**src/rtl/dmem_responder_pkg.sv**
```systemverilog
// Shared definitions for the data-memory responder.
// Holds size and state encodings, the request control payload, and helpers
// for transfer length, legality and read-data extension.
package dmem_responder_pkg;

  localparam int unsigned WORD_W = 32;
  localparam int unsigned BYTE_W = 8;

  typedef enum logic [1:0] {
    SZ_BYTE = 2'b00,
    SZ_HALF = 2'b01,
    SZ_WORD = 2'b10,
    SZ_ILL  = 2'b11
  } size_e;

  typedef enum logic [1:0] {
    IDLE   = 2'b00,
    ACCESS = 2'b01,
    DONE   = 2'b10,
    ERR    = 2'b11
  } state_e;

  // Control fields latched at accept
  typedef struct packed {
    logic  rw;
    size_e size;
    logic  se;
  } ctrl_t;

  // Number of bytes moved for a size code (0 for the illegal code)
  function automatic logic [2:0] nbytes(size_e size);
    case (size)
      SZ_BYTE: return 3'd1;
      SZ_HALF: return 3'd2;
      SZ_WORD: return 3'd4;
      default: return 3'd0;
    endcase
  endfunction

  // True for any request that must be refused: bad alignment or the illegal size
  function automatic logic misaligned(size_e size, logic [1:0] lsb);
    case (size)
      SZ_BYTE: return 1'b0;
      SZ_HALF: return lsb[0];
      SZ_WORD: return lsb != 2'b00;
      default: return 1'b1;
    endcase
  endfunction

  // Zero- or sign-extend an assembled byte/halfword; words pass through
  function automatic logic [WORD_W-1:0] extend(logic [WORD_W-1:0] v, size_e size, logic se);
    case (size)
      SZ_BYTE: return se ? {{24{v[7]}}, v[7:0]} : {24'h0, v[7:0]};
      SZ_HALF: return se ? {{16{v[15]}}, v[15:0]} : {16'h0, v[15:0]};
      default: return v;
    endcase
  endfunction

endpackage

```
**src/rtl/dmem_responder_if.sv**
```systemverilog
// MEM-stage data-memory bus between the pipeline (master) and the responder (slave).
// Request: req, rw, size, se, addr, wdata. Response: ack, busy, rdata, err.
interface dmem_responder_if
  import dmem_responder_pkg::*;
#(
  parameter int unsigned ADDR_W = 9
);
  logic              req;
  logic              rw;
  logic [1:0]        size;
  logic              se;
  logic [ADDR_W-1:0] addr;
  logic [WORD_W-1:0] wdata;
  logic              ack;
  logic              busy;
  logic [WORD_W-1:0] rdata;
  logic              err;

  modport master (
    output req, rw, size, se, addr, wdata,
    input  ack, busy, rdata, err
  );

  modport slave (
    input  req, rw, size, se, addr, wdata,
    output ack, busy, rdata, err
  );
endinterface

```
**src/rtl/dmem_byte_array.sv**
```systemverilog
// Byte-wide storage, 2**ADDR_W entries, with LANES consecutive byte lanes
// starting at addr. Synchronous per-lane write, asynchronous read.
// Ports: clk; addr (lane-0 address); we/wd (per-lane write); rd (per-lane read).
// Storage is the unpacked array "mem" so a bench can inspect it directly.
module dmem_byte_array #(
  parameter int unsigned ADDR_W = 9,
  parameter int unsigned LANES  = 1
) (
  input  logic                  clk,
  input  logic [ADDR_W-1:0]     addr,
  input  logic [LANES-1:0]      we,
  input  logic [LANES-1:0][7:0] wd,
  output logic [LANES-1:0][7:0] rd
);
  localparam int unsigned DEPTH = 1 << ADDR_W;

  logic [7:0] mem [DEPTH];

  // Contents survive reset by design
  always_ff @(posedge clk) begin
    for (int unsigned k = 0; k < LANES; k++) begin
      if (we[k]) mem[addr + ADDR_W'(k)] <= wd[k];
    end
  end

  always_comb begin
    for (int unsigned k = 0; k < LANES; k++) begin
      rd[k] = mem[addr + ADDR_W'(k)];
    end
  end

endmodule

```
**src/rtl/dmem_responder.sv**
```systemverilog
// Responder side of the MEM-stage data-memory interface.
// Serves one big-endian byte/halfword/word access at a time from a byte array,
// returning a one-cycle ack with read data (optionally sign-extended) or err.
// Ports: clk; clr (async, active-low reset); bus (dmem_responder_if.slave).
// Build option: DMEM_FAST_EN moves all bytes of an access in one edge and
// drops the byte counter; otherwise one byte moves per edge.
module dmem_responder
  import dmem_responder_pkg::*;
#(
  parameter int unsigned ADDR_W = 9,
  parameter int unsigned DATA_W = 32
) (
  input  logic           clk,
  input  logic           clr,
  dmem_responder_if.slave bus
);
`ifdef DMEM_FAST_EN
  localparam int unsigned LANES = 4;
`else
  localparam int unsigned LANES = 1;
`endif

  state_e            state_q, state_d;
  ctrl_t             ctrl_q, ctrl_d;
  logic [ADDR_W-1:0] base_q, base_d;
  logic [DATA_W-1:0] wdata_q, wdata_d;
  logic [DATA_W-1:0] rdata_q, rdata_d;
  logic [DATA_W-1:0] asm_step;
  logic              ack_q, ack_d;
  logic              busy_q, busy_d;
  logic              err_q, err_d;
  logic [2:0]        nb;
  logic              last;
  size_e             req_size;

  logic [ADDR_W-1:0]     arr_addr;
  logic [LANES-1:0]      arr_we;
  logic [LANES-1:0][7:0] arr_wd;
  logic [LANES-1:0][7:0] arr_rd;

`ifndef DMEM_FAST_EN
  logic [1:0]        cnt_q, cnt_d;
  logic [DATA_W-1:0] asm_q, asm_d;
`endif

  assign req_size = size_e'(bus.size);
  assign nb       = nbytes(ctrl_q.size);

  dmem_byte_array #(
    .ADDR_W(ADDR_W),
    .LANES (LANES)
  ) u_array (
    .clk (clk),
    .addr(arr_addr),
    .we  (arr_we),
    .wd  (arr_wd),
    .rd  (arr_rd)
  );

`ifndef DMEM_FAST_EN
  // One lane: byte k sits at base+k and takes wdata byte (n-1-k), MSB first
  always_comb begin
    arr_addr = base_q + ADDR_W'(cnt_q);
    arr_we   = (state_q == ACCESS) && ctrl_q.rw;
    arr_wd   = 8'(wdata_q >> {2'(nb - 3'd1 - {1'b0, cnt_q}), 3'b000});
    asm_step = {asm_q[DATA_W-9:0], arr_rd[0]};
    last     = cnt_q == 2'(nb - 3'd1);
  end
`else
  // Four lanes: every byte of the access moves on the single ACCESS edge
  always_comb begin
    arr_addr = base_q;
    arr_we   = '0;
    arr_wd   = '0;
    for (int unsigned k = 0; k < LANES; k++) begin
      if (3'(k) < nb) begin
        arr_we[k] = (state_q == ACCESS) && ctrl_q.rw;
        arr_wd[k] = 8'(wdata_q >> {2'(nb - 3'd1 - 3'(k)), 3'b000});
      end
    end
    case (ctrl_q.size)
      SZ_HALF: asm_step = {16'h0, arr_rd[0], arr_rd[1]};
      SZ_WORD: asm_step = {arr_rd[0], arr_rd[1], arr_rd[2], arr_rd[3]};
      default: asm_step = {24'h0, arr_rd[0]};
    endcase
    last = 1'b1;
  end
`endif

  // Next-state and next-output logic
  always_comb begin
    state_d = state_q;
    ctrl_d  = ctrl_q;
    base_d  = base_q;
    wdata_d = wdata_q;
    rdata_d = rdata_q;
    busy_d  = busy_q;
    ack_d   = 1'b0;
    err_d   = 1'b0;
`ifndef DMEM_FAST_EN
    cnt_d   = cnt_q;
    asm_d   = asm_q;
`endif
    unique case (state_q)
      IDLE: begin
        if (bus.req) begin
          ctrl_d.rw   = bus.rw;
          ctrl_d.size = req_size;
          ctrl_d.se   = bus.se;
          base_d      = bus.addr;
          wdata_d     = bus.wdata;
          busy_d      = 1'b1;
`ifndef DMEM_FAST_EN
          cnt_d       = '0;
          asm_d       = '0;
`endif
          // Refused requests skip the array and report immediately
          if (misaligned(req_size, bus.addr[1:0])) begin
            state_d = ERR;
            ack_d   = 1'b1;
            err_d   = 1'b1;
            rdata_d = '0;
          end else begin
            state_d = ACCESS;
          end
        end
      end
      ACCESS: begin
`ifndef DMEM_FAST_EN
        asm_d = asm_step;
        cnt_d = cnt_q + 2'd1;
`endif
        if (last) begin
          state_d = DONE;
          ack_d   = 1'b1;
          rdata_d = ctrl_q.rw ? '0 : extend(asm_step, ctrl_q.size, ctrl_q.se);
        end
      end
      default: begin
        state_d = IDLE;
        busy_d  = 1'b0;
      end
    endcase
  end

  // State and registered outputs
  always_ff @(posedge clk or negedge clr) begin
    if (!clr) begin
      state_q <= IDLE;
      ctrl_q  <= '0;
      base_q  <= '0;
      wdata_q <= '0;
      rdata_q <= '0;
      busy_q  <= 1'b0;
      ack_q   <= 1'b0;
      err_q   <= 1'b0;
`ifndef DMEM_FAST_EN
      cnt_q   <= '0;
      asm_q   <= '0;
`endif
    end else begin
      state_q <= state_d;
      ctrl_q  <= ctrl_d;
      base_q  <= base_d;
      wdata_q <= wdata_d;
      rdata_q <= rdata_d;
      busy_q  <= busy_d;
      ack_q   <= ack_d;
      err_q   <= err_d;
`ifndef DMEM_FAST_EN
      cnt_q   <= cnt_d;
      asm_q   <= asm_d;
`endif
    end
  end

  assign bus.ack   = ack_q;
  assign bus.busy  = busy_q;
  assign bus.rdata = rdata_q;
  assign bus.err   = err_q;

endmodule

```
**src/flat_wrapper.sv**
```systemverilog
// flat-port wrapper written by rule: the top's interface ports become plain ports
module dmem_responder_flat import dmem_responder_pkg::*;
#(
  parameter int unsigned ADDR_W = 9,
  parameter int unsigned DATA_W = 32
)
  (clk, clr, bus_req, bus_rw, bus_size, bus_se, bus_addr, bus_wdata, bus_ack, bus_busy, bus_rdata, bus_err);
  dmem_responder_if #(.ADDR_W(ADDR_W)) bus_i ();
  input  logic clk;
  input  logic clr;
  input wire logic [$bits(bus_i.req)-1:0] bus_req;
  input wire logic [$bits(bus_i.rw)-1:0] bus_rw;
  input wire logic [$bits(bus_i.size)-1:0] bus_size;
  input wire logic [$bits(bus_i.se)-1:0] bus_se;
  input wire logic [$bits(bus_i.addr)-1:0] bus_addr;
  input wire logic [$bits(bus_i.wdata)-1:0] bus_wdata;
  output wire logic [$bits(bus_i.ack)-1:0] bus_ack;
  output wire logic [$bits(bus_i.busy)-1:0] bus_busy;
  output wire logic [$bits(bus_i.rdata)-1:0] bus_rdata;
  output wire logic [$bits(bus_i.err)-1:0] bus_err;
  assign bus_i.req = bus_req;
  assign bus_i.rw = bus_rw;
  assign bus_i.size = bus_size;
  assign bus_i.se = bus_se;
  assign bus_i.addr = bus_addr;
  assign bus_i.wdata = bus_wdata;
  assign bus_ack = bus_i.ack;
  assign bus_busy = bus_i.busy;
  assign bus_rdata = bus_i.rdata;
  assign bus_err = bus_i.err;
  dmem_responder #(.ADDR_W(ADDR_W), .DATA_W(DATA_W)) u_core (.clk(clk), .clr(clr), .bus(bus_i));
endmodule
```
**config.mk**
```make
export PLATFORM = sky130hd
export DESIGN_NAME = dmem_responder_flat
export DESIGN_NICKNAME = d
export VERILOG_FILES = /design/src/rtl/dmem_responder_pkg.sv /design/src/rtl/dmem_responder_if.sv /design/src/rtl/dmem_byte_array.sv /design/src/rtl/dmem_responder.sv /design/src/flat_wrapper.sv
export SDC_FILE = /design/constraint.sdc
export NUM_CORES = 2
export LEC_CHECK = 0
export CAP_MARGIN = 20
export CORE_ASPECT_RATIO = 0.6
export CORE_UTILIZATION = 50
export CTS_CLUSTER_DIAMETER = 30
export DETAILED_ROUTE_END_ITERATION = 8
export MAX_ROUTING_LAYER = met4
export PLACE_DENSITY = 0.65
export SYNTH_ARGS = -nofsm -noshare
export SYNTH_HDL_FRONTEND = slang
export SYNTH_SLANG_ARGS = --single-unit
```
**constraint.sdc**
```tcl
create_clock -name clk -period 11.39 [get_ports clk]
set_clock_uncertainty 0.15 [all_clocks]
set_input_delay 2.8475 -clock clk [delete_from_list [all_inputs] [get_ports clk]]
set_output_delay 2.8475 -clock clk [all_outputs]
set_load 0.05 [all_outputs]
```
# Word-level counts from Yosys, hierarchy flattened
# Memories as Yosys holds them, arrays and structs flattened.
# Cells that the tools add are included.
# totals
n_memories,1
ram_bits,4096
output_inout_bits,35
inputBits,48
word_cells,68
ff_bits,108
# classes
bitwise_logic,1
n_eq_ne,9
n_reduce_logical,11
muxes,29
shifts,1
add_sub_neg,4
# mem_list
memory,words,width,read_ports,rd_ports_with_merged_regs,wr,line_no,rtl
u_core.u_array.mem,512,8,1,0,1,dmem_byte_array.sv:17,logic [7:0] mem [DEPTH];
# op_table
cell,n
$mux W32,6
$pmux W32 S2,2
$pmux W24 S2,1
$shr A32 B5 Y8,1
$mux W24,1
$add A9 B2 Y9,1
$mux W1,9
$mux W2,4
$pmux W2 S2,2
$reduce_and A2 Y1,4
$eq A2 B1 Y1 const B,3
$logic_not A2 Y1,3
$pmux W2 S3,1
$eq A2 B2 Y1 const B,2
$ne A2 B1 Y1 const B,2
$pmux W1 S2,2
$reduce_and A4 Y1,1
$reduce_bool A2 Y1,2
$pmux W1 S3,1
$add A2 B1 Y2 const B,1
$eq A2 B2 Y1,1
$ne A2 B2 Y1 const B,1
$sub A2 B1 Y2 const B,1
$sub A2 B2 Y2,1
other kinds (2),2

# Logic depth before layout (Yosys ltp)
# logic_depth
depth_word,7
mapped_depth,19
ltp_nobuf,10

# Hierarchy
# Synthesis repeated with hierarchy kept, for this count alone.
# unflattened
cells_unflattened,8022
hier_area_um2,163120.2
# by_module_without_submodules
mod,area_per_inst_um2,n_inst,cells_per_inst,seq_area_each_um2
dmem_byte_array,158199.2,1,7567,122998.0
dmem_responder,4921.0,1,455,2702.6

# Worst setup path before layout
# No wires, ideal clock.
# synth_path
path_type,register to register
from,register u_core.ctrl_q[1] in the netlist's numbering
to,memory u_core.u_array.mem[0][5] (data pin)
required_time_ps,10337
stages_incl_launch_ff,6
path_slack_ps,4967
setup_ps,903
arrival_ps,5370
n_path_buf,0
period_less_slack_ps,6423
path_cell_list,dfrtp_1 or2_2 ha_1 xor2_1 xnor2_1 mux4_2
# synth_lines
element,line_no,rtl
start: declaration,dmem_responder.sv:24,"ctrl_t ctrl_q, ctrl_d;"
start signal: assignment,dmem_responder.sv:163,ctrl_q <= ctrl_d;
end: declaration,dmem_byte_array.sv:17,

# Final worst setup path
# layout_path
from,register u_core.cnt_q[0]
to,register u_core.rdata_q[17] (netlist: u_core.bus.rdata[17])
# layout_between
elab_chain_cells,7
word_cells_on_any_way,10
classes_between,add/sub: 1; eq/ne: 2; mux: 5; reduce/logical: 1; memory: 1
# layout_lines
element,line_no,rtl
start: declaration,dmem_responder.sv:42,"logic [1:0] cnt_q, cnt_d;"
start signal: assignment,dmem_responder.sv:171,cnt_q <= cnt_d;
$add A9 B2 Y9,dmem_responder.sv:63,arr_addr = base_q + ADDR_W'(cnt_q);
$mem_v2 Z512 W8,--,
$mux W32,dmem_responder_pkg.sv:53,"SZ_BYTE: return se ? {{24{v[7]}}, v[7:0]} : {24'h0, v[7:0]};"
$pmux W32 S2,dmem_responder_pkg.sv:52,case (size)
$mux W32,dmem_responder.sv:136,"rdata_d = ctrl_q.rw ? '0 : extend(asm_step, ctrl_q.size, ctrl_q.se);"
$mux W32,dmem_responder.sv:133,if (last) begin
$pmux W32 S2,dmem_responder.sv:104,unique case (state_q)
end signal: assignment,dmem_responder.sv:166,rdata_q <= rdata_d;
end: declaration,dmem_responder.sv:27,"logic [DATA_W-1:0] rdata_q, rdata_d;"
# Several ways; a longest one is shown, not always the timed one. The select of a mux whose other input is x is not followed.
# A chain may end at the register's enable or synchronous reset.

==> results.md <==
- Status: finished with violations
- Failing checks: max-slew violations
- Top-area cell type share of the netlist area: 0.744
- Router iterations before antenna repair: 7
- Max Freq: 153 MHz
- Max-cap check violation count: 0
- Die area: 333000 µm²
- WL final: 447000 µm
- Cell accounting for the most synthesized area: edfxtp_1
- Drt via density: 6.48
- Via count: 83600
- Setup TNS: 0 ns
- YS warnings: 0
- Initial Utilization: 0.503
- Final Critical Period: 6.52 ns
- Worst-path fanout max: 106
- CP endpoint kind: flip-flop
- FF-to-FF path depth: 12
- Die H: 447 µm
- Final hold slack: 0.318 ns
- Min-Delay Path Depth: 2
- GPL Wtd Cong: 0.880
- Clock Latency Late Sink: 0.92 ns
- Final nets: 8130
- # rows: 163
- Min-Delay Path Class: flip-flop to flip-flop
- Vias in the first global route: 81700
- Setup Fix Bufs, Post-CTS: 0
- Synth-to-Final Area Change: 14.0%
- CP Depth: 12
- Final Cycle Share: 0.572
- Post-synth top flop: edfxtp_1
- Number of synthesized flops with an enable pin: 4096
- Unique masters post-synth: 94
- Num ports: 83
- Post-CTS sizing: 0
- Largest net degree at the start of global routing: 246
- Critical Path Max Stage Delay: 1.16 ns
- Number of CTS-inserted buffers: 536
- Area of the mapped netlist: 165000 µm²
- H-tree levels: 6
- Critical path data required time: 12.06 ns
- Slowest-stage cell, CP: fa_4
- Core ar.: 329000 µm²
- IO buf count: 82
- Mapped Cells: 7725
- Drt drc: 0
- RSZ-0062 raised after global routing: no
- First-pass GRT wire length: 627000 µm
- CP bufs+invs: 2
- # setup viols final: 0
- CP top delay family: compound AO/OA/AOI/OAI gates
- CP Cell Sequence: ha_4, fa_4, buf_12, buf_4, mux4_2, nand2_1, a21oi_1, a41o_1, o2111ai_1, a311oi_2, nand3_2, o21ai_1
- GRT Total Usage: 0.275
- Slew margin rel.: -0.123
- Die extent in x: 744 µm
- Critical path class: flip-flop to flip-flop
- Layout cell share with drive strength beyond 1: 0.270
- Final slew viol count: 162
- DRT iter0 DRCs: 12900
- Antenna violations before repair: 34
- ANT nets after route: 0
- DP Wirelength: 263000 µm
- Fin util: 0.573
- Cts hold-fix bufs: 0
- Clk slew on worst S/H paths: 0.06 ns
- Synth area leaders: edfxtp_1 (74%), mux4_2 (16%), nor2_1 (1.7%)
- Ys async rst share: 0.0257
- Count leader, synth: edfxtp_1
- Grt ovf: 0
- Routed len/inst: 34.6 µm
- Startpoint types: flip-flop
- CTS Buffer Depth: 4
- Clock sinks: 4204
- Synth top cells by count: edfxtp_1 (4096), mux4_2 (1140), nor2_1 (746)
- Sequential fraction of the synthesis area: 0.760
- Root Buffer: clkbuf_16
- CTS tree: yes
- Number of synthesized register bits: 4204
- Synth Area per Inst: 21.4 µm²
- Fin. Hold Viols: 0
- Worst-Margin Slew: 1.68 ns
- Syn_nets: 7778
- CP Data Arrival Time: 7.19 ns
-- tightest hold or removal path: stages (launching register included) --
cell and delay, ns:
dfrtp_1 0.34, nand2_1 0.05, nand2_1 0.05
-- cell type report --
type | instances | area [µm²]
diodes | 27 | 67.6
clock buffers | 601 | 14000
clock inverters | 363 | 4220
fillers | 23500 | 140000
inverters | 10 | 37.5
multi-input cells | 3031 | 36100
flip-flops and latches | 4204 | 126000
well taps | 4372 | 5470
repair buffers | 294 | 2840
-- layer usage --
metal | global-route usage | vias to the layer above | part of all wire
li1 | - | 32900 | -
met1 | 0.393 | 44500 | 0.40
met2 | 0.364 | 5459 | 0.42
met3 | 0.115 | 725 | 0.15
met4 | 0.0795 | 0 | 0.029
met5 | - | - | 0
-- registers in the layout (all words and copies together), names as in the netlist --
signal              count
u_core.bus.ack          1
u_core.wdata_q         32
u_core.state_q          2
u_core.bus.err          1
u_core.base_q           9
u_core.u_array.mem   4096
u_core.bus.rdata       32
u_core.asm_q           24
u_core.bus.busy         1
u_core.cnt_q            2
u_core.ctrl_q           4
-- metrics by stage --
stage | cells | instance area [µm²] | setup slack [ns]
3_3_place_gp | 11900 | 170000 | 4.69
3_5_place_dp | 11900 | 170000 | 5.07
4_1_cts | 12900 | 188000 | 5.06
5_1_grt | 12900 | 188000 | 4.76
6_report | 12900 | 189000 | 4.87
2_1_floorplan | 7725 | 165000 | 4.97
-- kinds of logic (layout without fill, tap and decap cells) --
logic type / after synthesis / count (layout) / share of synthesized area
fa+ha+maj: 5 / 5 / 0.000424
flops: 4204 / 4204 / 0.760
buf+inv: 490 / 1268 / 0.0233
compound gates: 395 / 395 / 0.0173
xor+xnor: 7 / 7 / 0.000484
mux: 1258 / 1258 / 0.164
other cells: 0 / 27 / 0
simple gates: 1366 / 1366 / 0.0340
-- path summary, 6_finish.rpt --
| check | from | end | slack [ns] |
|---|---|---|---|
| max in group asynchronous | clr | u_core.bus.rdata[4]$_DFFE_PN0P_ | 7.97 |
| worst max register to register | u_core.cnt_q[0]$_DFFE_PN0P_ | u_core.bus.rdata[17]$_DFFE_PN0P_ | 4.87 |
| worst max-delay path | u_core.cnt_q[0]$_DFFE_PN0P_ | u_core.bus.rdata[17]$_DFFE_PN0P_ | 4.87 |
| worst min-delay path | u_core.wdata_q[22]$_DFFE_PN0P_ | u_core.wdata_q[22]$_DFFE_PN0P_ | 0.32 |
| worst min register to register | u_core.wdata_q[22]$_DFFE_PN0P_ | u_core.wdata_q[22]$_DFFE_PN0P_ | 0.32 |
| min in group asynchronous | clr | u_core.bus.rdata[30]$_DFFE_PN0P_ | 1.81 |
-- cells in the final DEF, fill, tap and decap left out, drive strengths merged, types with 14 or more instances in the layout --
cell	netlist	final
edfxtp	4096	4096
mux4	1156	1156
nor2	746	746
clkbuf	149	604
nand2	437	437
buf	331	210
clkinv	0	189
dfrtp	108	108
mux2i	99	99
o21ai	87	87
clkdlybuf4s50	0	81
o22ai	79	79
inv	10	73
bufinv	0	69
nand3	45	45
clkinvlp	0	42
nor3	31	31
diode	0	27
a21oi	27	27
a211oi	26	26
a32oi	21	21
a31oi	21	21
a221oi	19	19
nand4	15	15
or3	14	14
Power is left out: the tool's default activity adds up to more than one toggle a clock period on the data nets, which glitch-free logic cannot reach.
